### src/rtl/fht_input_loader_pkg.sv
// Shared FHT defines: default widths and
// loader state encoding.
package fht_input_loader_pkg;

  localparam int DefDBit = 16;
  localparam int DefABit = 8;

  typedef enum logic [1:0] {
    LOAD  = 2'd0,
    FLUSH = 2'd1,
    START = 2'd2,
    WAIT  = 2'd3
  } loadState_t;

endpackage

### src/rtl/fht_bit_rev.sv
// Combinational bit reversal of a W-bit word.
// Output bit i takes input bit W-1-i.
module fht_bit_rev #(
  parameter int W = 10
) (
  input  logic [W-1:0] value,
  output logic [W-1:0] reversed
);

  for (genvar i = 0; i < W; i++) begin : gRev
    assign reversed[i] = value[W-1-i];
  end

endmodule

### src/rtl/fht_input_loader.sv
// Loads a natural-order frame into four FHT
// banks in bit-reversed order, then starts the FHT.
module fht_input_loader
  import fht_input_loader_pkg::*;
#(
  parameter int D_BIT = DefDBit,
  parameter int A_BIT = DefABit
) (
  input  logic             iCLK,
  input  logic             iRESET,
  input  logic [D_BIT-1:0] iDATA,
  input  logic             iVALID,
  output logic             oREADY,
  output logic [D_BIT-1:0] oDATA,
  output logic [A_BIT-1:0] oADDR_WR,
  output logic [3:0]       oWE,
  output logic             oSTART,
  input  logic             iFHT_DONE,
  output logic             oBUSY,
  output logic             oOVERRUN
);

  localparam int CBit = A_BIT + 2;

  loadState_t state;
  loadState_t nextState;

  logic [CBit-1:0] cnt;
  logic [CBit-1:0] rev;
  logic            accept;
  logic            lastSample;

  fht_bit_rev #(
    .W(CBit)
  ) uBitRev (
    .value   (cnt),
    .reversed(rev)
  );

  assign oREADY     = (state == LOAD);
  assign oSTART     = (state == START);
  assign accept     = iVALID & oREADY;
  assign lastSample = accept & (&cnt);

  always_comb begin
    nextState = state;
    unique case (state)
      LOAD:  if (lastSample) nextState = FLUSH;
      FLUSH: nextState = START;
      START: nextState = WAIT;
      WAIT:  if (iFHT_DONE) nextState = LOAD;
      default: nextState = LOAD;
    endcase
  end

  // cnt wraps to 0 on the last sample, so the
  // next frame already starts at index 0.
  always_ff @(posedge iCLK) begin
    if (iRESET) begin
      state    <= LOAD;
      cnt      <= '0;
      oWE      <= '0;
      oDATA    <= '0;
      oADDR_WR <= '0;
      oBUSY    <= 1'b0;
      oOVERRUN <= 1'b0;
    end else begin
      state <= nextState;
      oWE   <= '0;
      if (accept) begin
        cnt      <= cnt + 1'b1;
        oDATA    <= iDATA;
        oADDR_WR <= rev[CBit-1:2];
        oWE      <= 4'b0001 << rev[1:0];
        oBUSY    <= 1'b1;
      end
      if (state == WAIT && iFHT_DONE)
        oBUSY <= 1'b0;
      if (state == WAIT && iVALID)
        oOVERRUN <= 1'b1;
    end
  end

endmodule

### config.mk
export PLATFORM = sky130hd
export DESIGN_NAME = fht_input_loader
export DESIGN_NICKNAME = d
export VERILOG_FILES = /design/src/rtl/fht_input_loader_pkg.sv /design/src/rtl/fht_bit_rev.sv /design/src/rtl/fht_input_loader.sv
export SDC_FILE = /design/constraint.sdc
export NUM_CORES = 1
export LEC_CHECK = 0
export ABC_AREA = 1
export BUFFER_PORTS_ARGS = -buffer_cell sky130_fd_sc_hd__buf_2
export CORE_MARGIN = 2
export CORE_UTILIZATION = 35
export CTS_CLUSTER_DIAMETER = 150
export DETAILED_ROUTE_END_ITERATION = 10
export HOLD_SLACK_MARGIN = 0.06
export PLACE_DENSITY = 0.63
export RECOVER_POWER = 100
export SKIP_CTS_REPAIR_TIMING = 1
export SLEW_MARGIN = 20
export SYNTH_ARGS = -nofsm -noshare
export SYNTH_HDL_FRONTEND = slang
export SYNTH_SLANG_ARGS = --single-unit
### constraint.sdc
create_clock -name iCLK -period 1.45 [get_ports iCLK]
set_input_delay 0.29 -clock iCLK [delete_from_list [all_inputs] [get_ports iCLK]]
set_output_delay 0.29 -clock iCLK [all_outputs]
set_load 0.005 [all_outputs]
# Word level (Yosys, flattened, before mapping)
# Index checks and enable logic that the tools add are counted.
totals:
  output_inout_bits: 32
  word_cells: 27
  in_bits: 20
  register_bits: 42
classes:
  bitwise: 3
  n_reduce_logical: 7
  shift: 1
  muxes: 3
  n_eq_ne: 5
  add_sub_neg: 1
op_table:
  columns: ["operator", "count"]
  rows:
  - ["$add A10 B1 Y10 const B", 1]
  - ["$reduce_and A10 Y1", 1]
  - ["$pmux W2 S4", 1]
  - ["$eq A2 B2 Y1 const B", 2]
  - ["$mux W2", 2]
  - ["$reduce_or A2 Y1", 2]
  - ["$shl A1 B2 Y4 const A", 1]
  - ["$and A1 B1 Y1", 2]
  - ["$eq A2 B1 Y1 const B", 1]
  - ["$logic_and A1 B1 Y1", 2]
  - ["$logic_not A2 Y1", 1]
  - ["$ne A2 B1 Y1 const B", 1]
  - ["$ne A2 B2 Y1 const B", 1]
  - ["$reduce_and A2 Y1", 1]
  - ["$not A1 Y1", 1]

# Longest topological paths before layout
# Gate-level depths: netlist (run 1).
depth:
  ltp_word: 5
  ltp_mapped: 9
  ltp_nobuf: 9

# Modules after synthesis
# Synthesis (run 1) repeated with hierarchy kept, for this count alone.
unflattened:
  cells_unflattened: 214
  hier_area_um2: 1691.6
modules_own_cells:
  columns: ["mod", "cells_each", "seq_area_each_um2", "area_per_inst_um2", "n_inst"]
  rows:
  - ["fht_input_loader", 204, 840.8, 1616.6, 1]
  - ["fht_bit_rev", 10, 0.0, 75.1, 1]

# Worst setup path after synthesis (run 1)
# No wires, ideal clock.
synth_path:
  path_kind: "register -> register"
  startpoint: "register state[0]"
  endpoint: "register cnt[9]"
  setup_time_ps: 109
  slack_ps: 178
  stages_incl_launch_ff: 10
  required_ps: 1341
  synth_period_minus_slack_ps: 1272
  t_arrival_ps: 1164
  path_buffers: 0
  path_cell_list: "dfxtp_1 -> inv_1 -> ha_1 -> nand2_2 -> nor3_2 -> nand2_1 -> nand2_1 -> nand2_1 -> nand2_1 -> inv_1"
synth_between:
  elab_chain_cells: 2
synth_rtl:
  columns: ["element", "line", "source"]
  rows:
  - ["from (decl)", "fht_input_loader.sv:25", "loadState_t state;"]
  - ["from (signal assigned)", "fht_input_loader.sv:68", "state <= nextState;"]
  - ["$logic_not A2 Y1", "fht_input_loader.sv:40", "assign oREADY = (state == LOAD);"]
  - ["named net oREADY", "fht_input_loader.sv:13", "output logic oREADY,"]
  - ["$and A1 B1 Y1", "fht_input_loader.sv:42", "assign accept = iVALID & oREADY;"]
  - ["to (signal assigned)", "fht_input_loader.sv:71", "cnt <= cnt + 1'b1;"]
  - ["to (decl)", "fht_input_loader.sv:28", "logic [CBit-1:0] cnt;"]
# The timed path passes the listed nets, and every way through them passes these cells.
# A chain may end at the register's enable or synchronous reset.

# Final worst setup path (run 1)
layout_path:
  startpoint: "register state[0]"
  endpoint: "output port oSTART"
layout_between:
  elab_chain_cells: 1
layout_rtl:
  columns: ["element", "line", "source"]
  rows:
  - ["$eq A2 B2 Y1", "fht_input_loader.sv:41", "assign oSTART = (state == START);"]
  - ["to (decl)", "fht_input_loader.sv:17", "output logic oSTART,"]
# Every way passes these cells.

==> results of run 1 <==
-- worst register-to-register path: stages, from the launching register on --
cell and delay [ns]:
dfxtp_1 0.38, inv_1 0.09, ha_4 0.17, nand2_2 0.11
buf_4 0.19, nor2_2 0.06, a31oi_1 0.15, nor3_1 0.06
-- cells by family after synthesis --
group | count (synthesis) | synth area share (%)
buffers and inverters | 27 | 7.43
and+or+nand+nor | 90 | 23.1
xor gates and xnor gates | 1 | 0.547
AOI/OAI and AO/OA | 41 | 13.2
DFF | 42 | 52.5
adders and majority gates | 4 | 3.13
-- power breakdown --
| group | leakage [nW] | internal (mW) | switching (mW) |
|---|---|---|---|
| Sequential | 0.345 | 1.20 | 0.0245 |
| Clock | 0.0714 | 0.734 | 0.399 |
| Combinational | 0.552 | 0.0940 | 0.104 |
-- sequential cells by signal, indices dropped and copies added (netlist names) --
register,flops
cnt,10
oADDR_WR,8
oBUSY,1
oDATA,16
oOVERRUN,1
oWE,4
state,2
-- synth_stat cells --
cell      count  area, µm²
nor2_1       50        188
dfxtp_1      42        841
o21ai_0      27        135
nand2_1      23       86.3
inv_1        17       63.8
a21oi_1      11       55.1
nand3_1       6       30.0
buf_2         5       25.0
nor3_1        5       25.0
ha_1          4       50.1
nand2_2       3       18.8
clkbuf_1      2       7.51
nor2_2        2       12.5
o21bai_1      2       15.0
a31oi_1       1       6.26
buf_4         1       7.51
buf_6         1       11.3
inv_2         1       3.75
nor3_2        1       10.0
xor2_1        1       8.76
-- per-layer routing --
layer  up-vias  wire, µm  share of wire, %
li1        769         -                 -
met1       638      1620                49
met2        36      1380                42
met3         6       220               6.7
met4         0        64               1.9
met5         -         0                 0
-- layout by cell type (no fill, tap or decap), drive strengths merged --
| cell type | n |
|---|---|
| nand3 | 6 |
| ha | 4 |
| inv | 18 |
| nor2 | 52 |
| buf | 49 |
| clkbuf | 16 |
| nand2 | 26 |
| dfxtp | 42 |
| o21bai | 2 |
| nor3 | 6 |
| a21oi | 11 |
| xor2 | 1 |
| a31oi | 1 |
| o21ai | 27 |
| bufinv | 2 |
-- worst paths after layout --
check,startpoint,to,slack (ns),depth (start not counted)
max,state[0],oSTART,0.08,3
min,iFHT_DONE,oBUSY,0.18,2
max reg2reg,state[1],cnt[3],0.13,7
min reg2reg,oADDR_WR[4],oADDR_WR[4],0.47,2
-- area by class of cell --
| cell class | instances | area [µm²] | share of cell area [%] |
|---|---|---|---|
| Clock inverter | 2 | 60.1 | 2.87 |
| Timing Repair Buffer | 59 | 315 | 15.0 |
| Sequential cell | 42 | 842 | 40.2 |
| Inverter | 18 | 67.6 | 3.22 |
| Tap cell | 52 | 65.1 | 3.10 |
| Clock buffer | 6 | 82.6 | 3.94 |
| Multi-Input combinational cell | 136 | 663 | 31.6 |
==> summary.json, run 1 <==
{
  "pwr": {
    "power.ir.vdd_worst_uv": 420,
    "power-per-cell-area_nw_per_um2": 1220,
    "power_leakage_nw": 0.968,
    "total_power_mw": 2.56
  },
  "sta": {
    "rsz0062_at_grt": "no",
    "layout_worst_path_cycle_share_pct": 94.3,
    "max_slew.worst_pin.slew_ns": 0.229,
    "final-max-slew-violation-count": 0,
    "total_negative_slack_ns": 0,
    "final.min_clock_period_ns": 1.37,
    "relSlewSlack_pct": 84.7,
    "holdWs_ns": 0.181,
    "finalWorstSetupSlack_ns": 0.0833,
    "skew_ns": 0.00462,
    "max_freq_mhz": 732,
    "hold_violations": 0,
    "count_of_final_setup_violators": 0
  },
  "synth": {
    "synth_cells": 205,
    "synthesis.area_per_instance_um2": 7.81,
    "yosys_reg_bits": 42,
    "synth-warning-count": 0,
    "yosysSeqAreaShare_pct": 52.5,
    "synth.distinct_cells": 20,
    "synth_area_um2": 1600,
    "number_of_nets_in_the_synthesized_netlist": 229
  },
  "floorplanning": {
    "start_util_pct": 36.5,
    "die_boundary_height_um": 71.6,
    "num_io_pins": 52,
    "fp.dieArea_um2": 5130,
    "row_count": 24,
    "die_w_um": 71.6,
    "core_area_um2": 4380
  },
  "worst_setup_path": {
    "critical-path-max-stage-delay_ns": 0.37,
    "critical_path.endpoint_type": "primary output",
    "worstSetupStartpointType": "register",
    "worst-path-max-fanout": 3,
    "cp_cell_sequence": "inv_2 > ha_1 > buf_2",
    "cp_data_arrival_time_ns": 1.08,
    "worst_ep_required_time_ns": 1.16,
    "critical-path-top-delay-family": "flip-flops",
    "critical-path-slowest-cell": "dfxtp_1",
    "critPathKind": "register to primary output",
    "cp.buffers_inverters": 2
  },
  "clocking": {
    "tritoncts_num_sinks": 42,
    "clk_root_buffer_cell": "clkbuf_8",
    "clock_tree.htree_level_count": 2,
    "tritoncts": "built",
    "clock_insertion_delay_worst_skew_ns": 0.29,
    "clockBufferDepth": 2,
    "cts.reportedPaths.clkPinSlew_ns": 0.08,
    "cts_buffer_count": 5
  },
  "route": {
    "drt_iter0_drc": 59,
    "first_pass_iteration_count_of_the_detailed_router": 4,
    "routed_vias_inst": 4.60,
    "drcViolationCount": 0,
    "num_vias": 1449,
    "final_antenna_net_count": 0,
    "detail_route.wl_per_cell_um": 10.4,
    "finalWirelength_mm": 3.29
  },
  "finish": {
    "drive_gt1_share_pct": 25.9,
    "final.fill_count": 458,
    "layoutNonFillerInstCount": 315,
    "signed_area_change_from_the_synthesized_netlist_to_the_final_layout_pct": 31.0,
    "final_core_util_pct": 47.8,
    "n_antenna_cell": 0,
    "final_nets": 286,
    "final_cell_area_um2": 2100
  },
  "place": {
    "post_dp_cell_area_um2": 1940,
    "place_worst_setup_slack_ns": 0.0497,
    "placement.io_buffers": 51,
    "placedCellCount": 307,
    "hpwl_mm": 2.36,
    "gpl.final_weighted_congestion": 0.732
  },
  "worst_hold_path": {
    "hp-class": "input pin to register"
  },
  "grt": {
    "globalRouteMet1Util_pct": 18.0,
    "grt_pass1_vias": 1346,
    "use_met2_pct": 22.6,
    "groute.layer.met3.usage_pct": 5.06,
    "grt_util_all_layers_pct": 14.5,
    "largest_net_degree_at_the_start_of_global_routing": 20,
    "global_route_wire_length_before_repair_mm": 5.79,
    "gr-total-overflow": 0,
    "top_usage_layer": "met2",
    "initial_antenna_violation_count": 0
  },
  "job": {
    "maxCapViolations": 0
  },
  "status": {
    "run_status": "complete, no violations"
  }
}
Note: power is estimated with default switching activity, not from simulation.
==> run 2: changes to the inputs <==
==> constraint.sdc (replaced) <==
create_clock -name iCLK -period 1.45 [get_ports iCLK]
set_input_delay 0.145 -clock iCLK [delete_from_list [all_inputs] [get_ports iCLK]]
set_output_delay 0.145 -clock iCLK [all_outputs]
set_load 0.005 [all_outputs]
==> run 2 against run 1 <==
Combinational power about the same. Die area is the same. Sequential share of layout area up 0.50 points. Wire length is 4.1% higher. Non-clock buffer count increased by 2. Cell area fell by 1.4%. Clock power fell by 32%. Global-route usage is 0.36 points lower. Register-to-register slack worse by 0.03 ns. Maximum frequency rose by 1.4%. Power decreased by 14%.
==> summary.json, run 2 (synthesis results as in run 1) <==
{
  "route": {
    "drt_iter0_drc": 83,
    "first_pass_iteration_count_of_the_detailed_router": 4,
    "finalWirelength_mm": 3.42,
    "final_antenna_net_count": 0,
    "drcViolationCount": 0,
    "routed_vias_inst": 4.52,
    "detail_route.wl_per_cell_um": 10.8,
    "num_vias": 1434
  },
  "grt": {
    "initial_antenna_violation_count": 0,
    "grt_pass1_vias": 1270,
    "global_route_wire_length_before_repair_mm": 5.69,
    "grt_util_all_layers_pct": 14.1,
    "largest_net_degree_at_the_start_of_global_routing": 26,
    "gr-total-overflow": 0
  },
  "worst_hold_path": {
    "worstHoldPathCells": 3,
    "hold_path_end": "oDATA[9]",
    "hold_start": "iDATA[9]",
    "hp-class": "input pin to register"
  },
  "finish": {
    "final_nets": 288,
    "final-seq-area_um2": 841,
    "n_antenna_cell": 0,
    "final.fill_count": 481,
    "mostFrequentLayoutCell": "nor2_1",
    "signed_area_change_from_the_synthesized_netlist_to_the_final_layout_pct": 29.2,
    "reg_top3": "oDATA (16), cnt (10), oADDR_WR (8)",
    "largest_reg_flops": 16,
    "multi_input_combinational_cell_area_um2": 684,
    "regMostFlops": "oDATA",
    "layout_common_cells": "nor2_1, dfxtp_1, buf_2, o21ai_0, nand2_1",
    "drive_gt1_share_pct": 24.9
  },
  "pwr": {
    "power-per-cell-area_nw_per_um2": 1060,
    "total_power_mw": 2.20,
    "power_leakage_nw": 0.952,
    "power.ir.vdd_worst_uv": 507
  },
  "worst_setup_path": {
    "worst-r2r-cell-count": 9,
    "worstReg2RegStart": "state[0]",
    "critical-path-top-delay-family": "simple AND/OR/NAND/NOR gates",
    "cp_data_arrival_time_ns": 1.55,
    "critical_path.most_common_cell": "nand2_1",
    "critPathKind": "register to register",
    "critical_path.endpoint_type": "register",
    "worstSetupStartpointType": "register",
    "timing.reg2reg.setup_slack_ns": 0.10,
    "cp.buffers_inverters": 1,
    "worst-path-max-fanout": 4,
    "critical-path-max-stage-delay_ns": 0.33,
    "timing.rr.end": "state[1]",
    "worst_ep_required_time_ns": 1.65,
    "cp_cell_sequence": "inv_1 > ha_4 > nand3_2 > nor2_4 > nand3_1 > nand2_1 > nand2_1 > nand2_1 > nor2_1",
    "critical-path-slowest-cell": "dfxtp_1"
  },
  "sta": {
    "rsz0062_at_grt": "no",
    "final.min_clock_period_ns": 1.35,
    "hold_violations": 0,
    "count_of_final_setup_violators": 0,
    "skew_ns": 0.00321,
    "max_freq_mhz": 742,
    "layout_worst_path_cycle_share_pct": 93.0,
    "total_negative_slack_ns": 0,
    "max_slew.worst_pin.slew_ns": 0.213,
    "holdWs_ns": 0.0924,
    "final-max-slew-violation-count": 0,
    "relSlewSlack_pct": 85.7
  },
  "floorplanning": {
    "row_count": 24,
    "start_util_pct": 36.5,
    "die_boundary_height_um": 71.6,
    "num_io_pins": 52,
    "die_w_um": 71.6,
    "fp.dieArea_um2": 5130,
    "core_area_um2": 4380
  },
  "clocking": {
    "clock_insertion_delay_worst_skew_ns": 0.29,
    "clockBufferDepth": 2,
    "clock_tree.htree_level_count": 2,
    "clk_root_buffer_cell": "clkbuf_8",
    "tritoncts": "built",
    "cts.reportedPaths.clkPinSlew_ns": 0.08,
    "tritoncts_num_sinks": 42,
    "cts_buffer_count": 5
  },
  "job": {
    "maxCapViolations": 0
  },
  "status": {
    "run_status": "complete, no violations"
  },
  "place": {
    "gpl.final_weighted_congestion": 0.761,
    "placement.io_buffers": 51,
    "hpwl_mm": 2.44
  }
}
[run 2: per-layer routing]
metal | share of wire [%] | wire [µm] | global-route usage [%]
met2 | 43 | 1460 | 21.0
met5 | 0 | 0 | 0
met3 | 5.7 | 195 | 4.50
met4 | 2.0 | 70 | 6.29
met1 | 50 | 1700 | 18.7
[run 2: per-stage QoR]
step                      setup WS, ns  area (µm²)  util, %  cells
after CTS                      0.00216        2030     46.3    316
after global placement          0.0504        1940     44.2    308
final                            0.102        2070     47.1    317
after floorplan                  0.178        1600        -    205
after global routing           0.00421        2070     47.1    317
after detailed placement        0.0139        1940     44.2    308
[run 2: worst max path at each step]
stage | startpoint | end | slack [ns] | cells after the start
2_1_floorplan | state[0] | cnt[9] | 0.18 | 9
3_3_place_gp | state[0] | state[1] | 0.05 | 9
3_5_place_dp | state[0] | state[1] | 0.01 | 9
4_1_cts | state[0] | state[1] | 0.002 | 9
5_1_grt | state[0] | state[1] | 0.004 | 9
6_report | state[0] | state[1] | 0.10 | 9
[run 2: power breakdown]
group | internal [mW] | total [mW] | switching, mW
clock | 0.384 | 0.772 | 0.388
combinational | 0.0924 | 0.199 | 0.106
sequential | 1.20 | 1.23 | 0.0251
[run 2: worst register-to-register path: cells and delay by family, from the launching register on]
family	cells	cell delay, ns
fa+ha+maj	1	0.19
buf+inv	1	0.13
flops	1	0.33
simple gates	7	0.61
[run 2: layout make-up]
cell class / instances / area share [%]
clock buffer: 7 / 4.18
clock inverter: 1 / 0.242
inverter: 18 / 3.39
timing repair buffer: 61 / 15.3
sequential: 42 / 40.7
multi-input combinational: 136 / 33.1
tap: 52 / 3.15
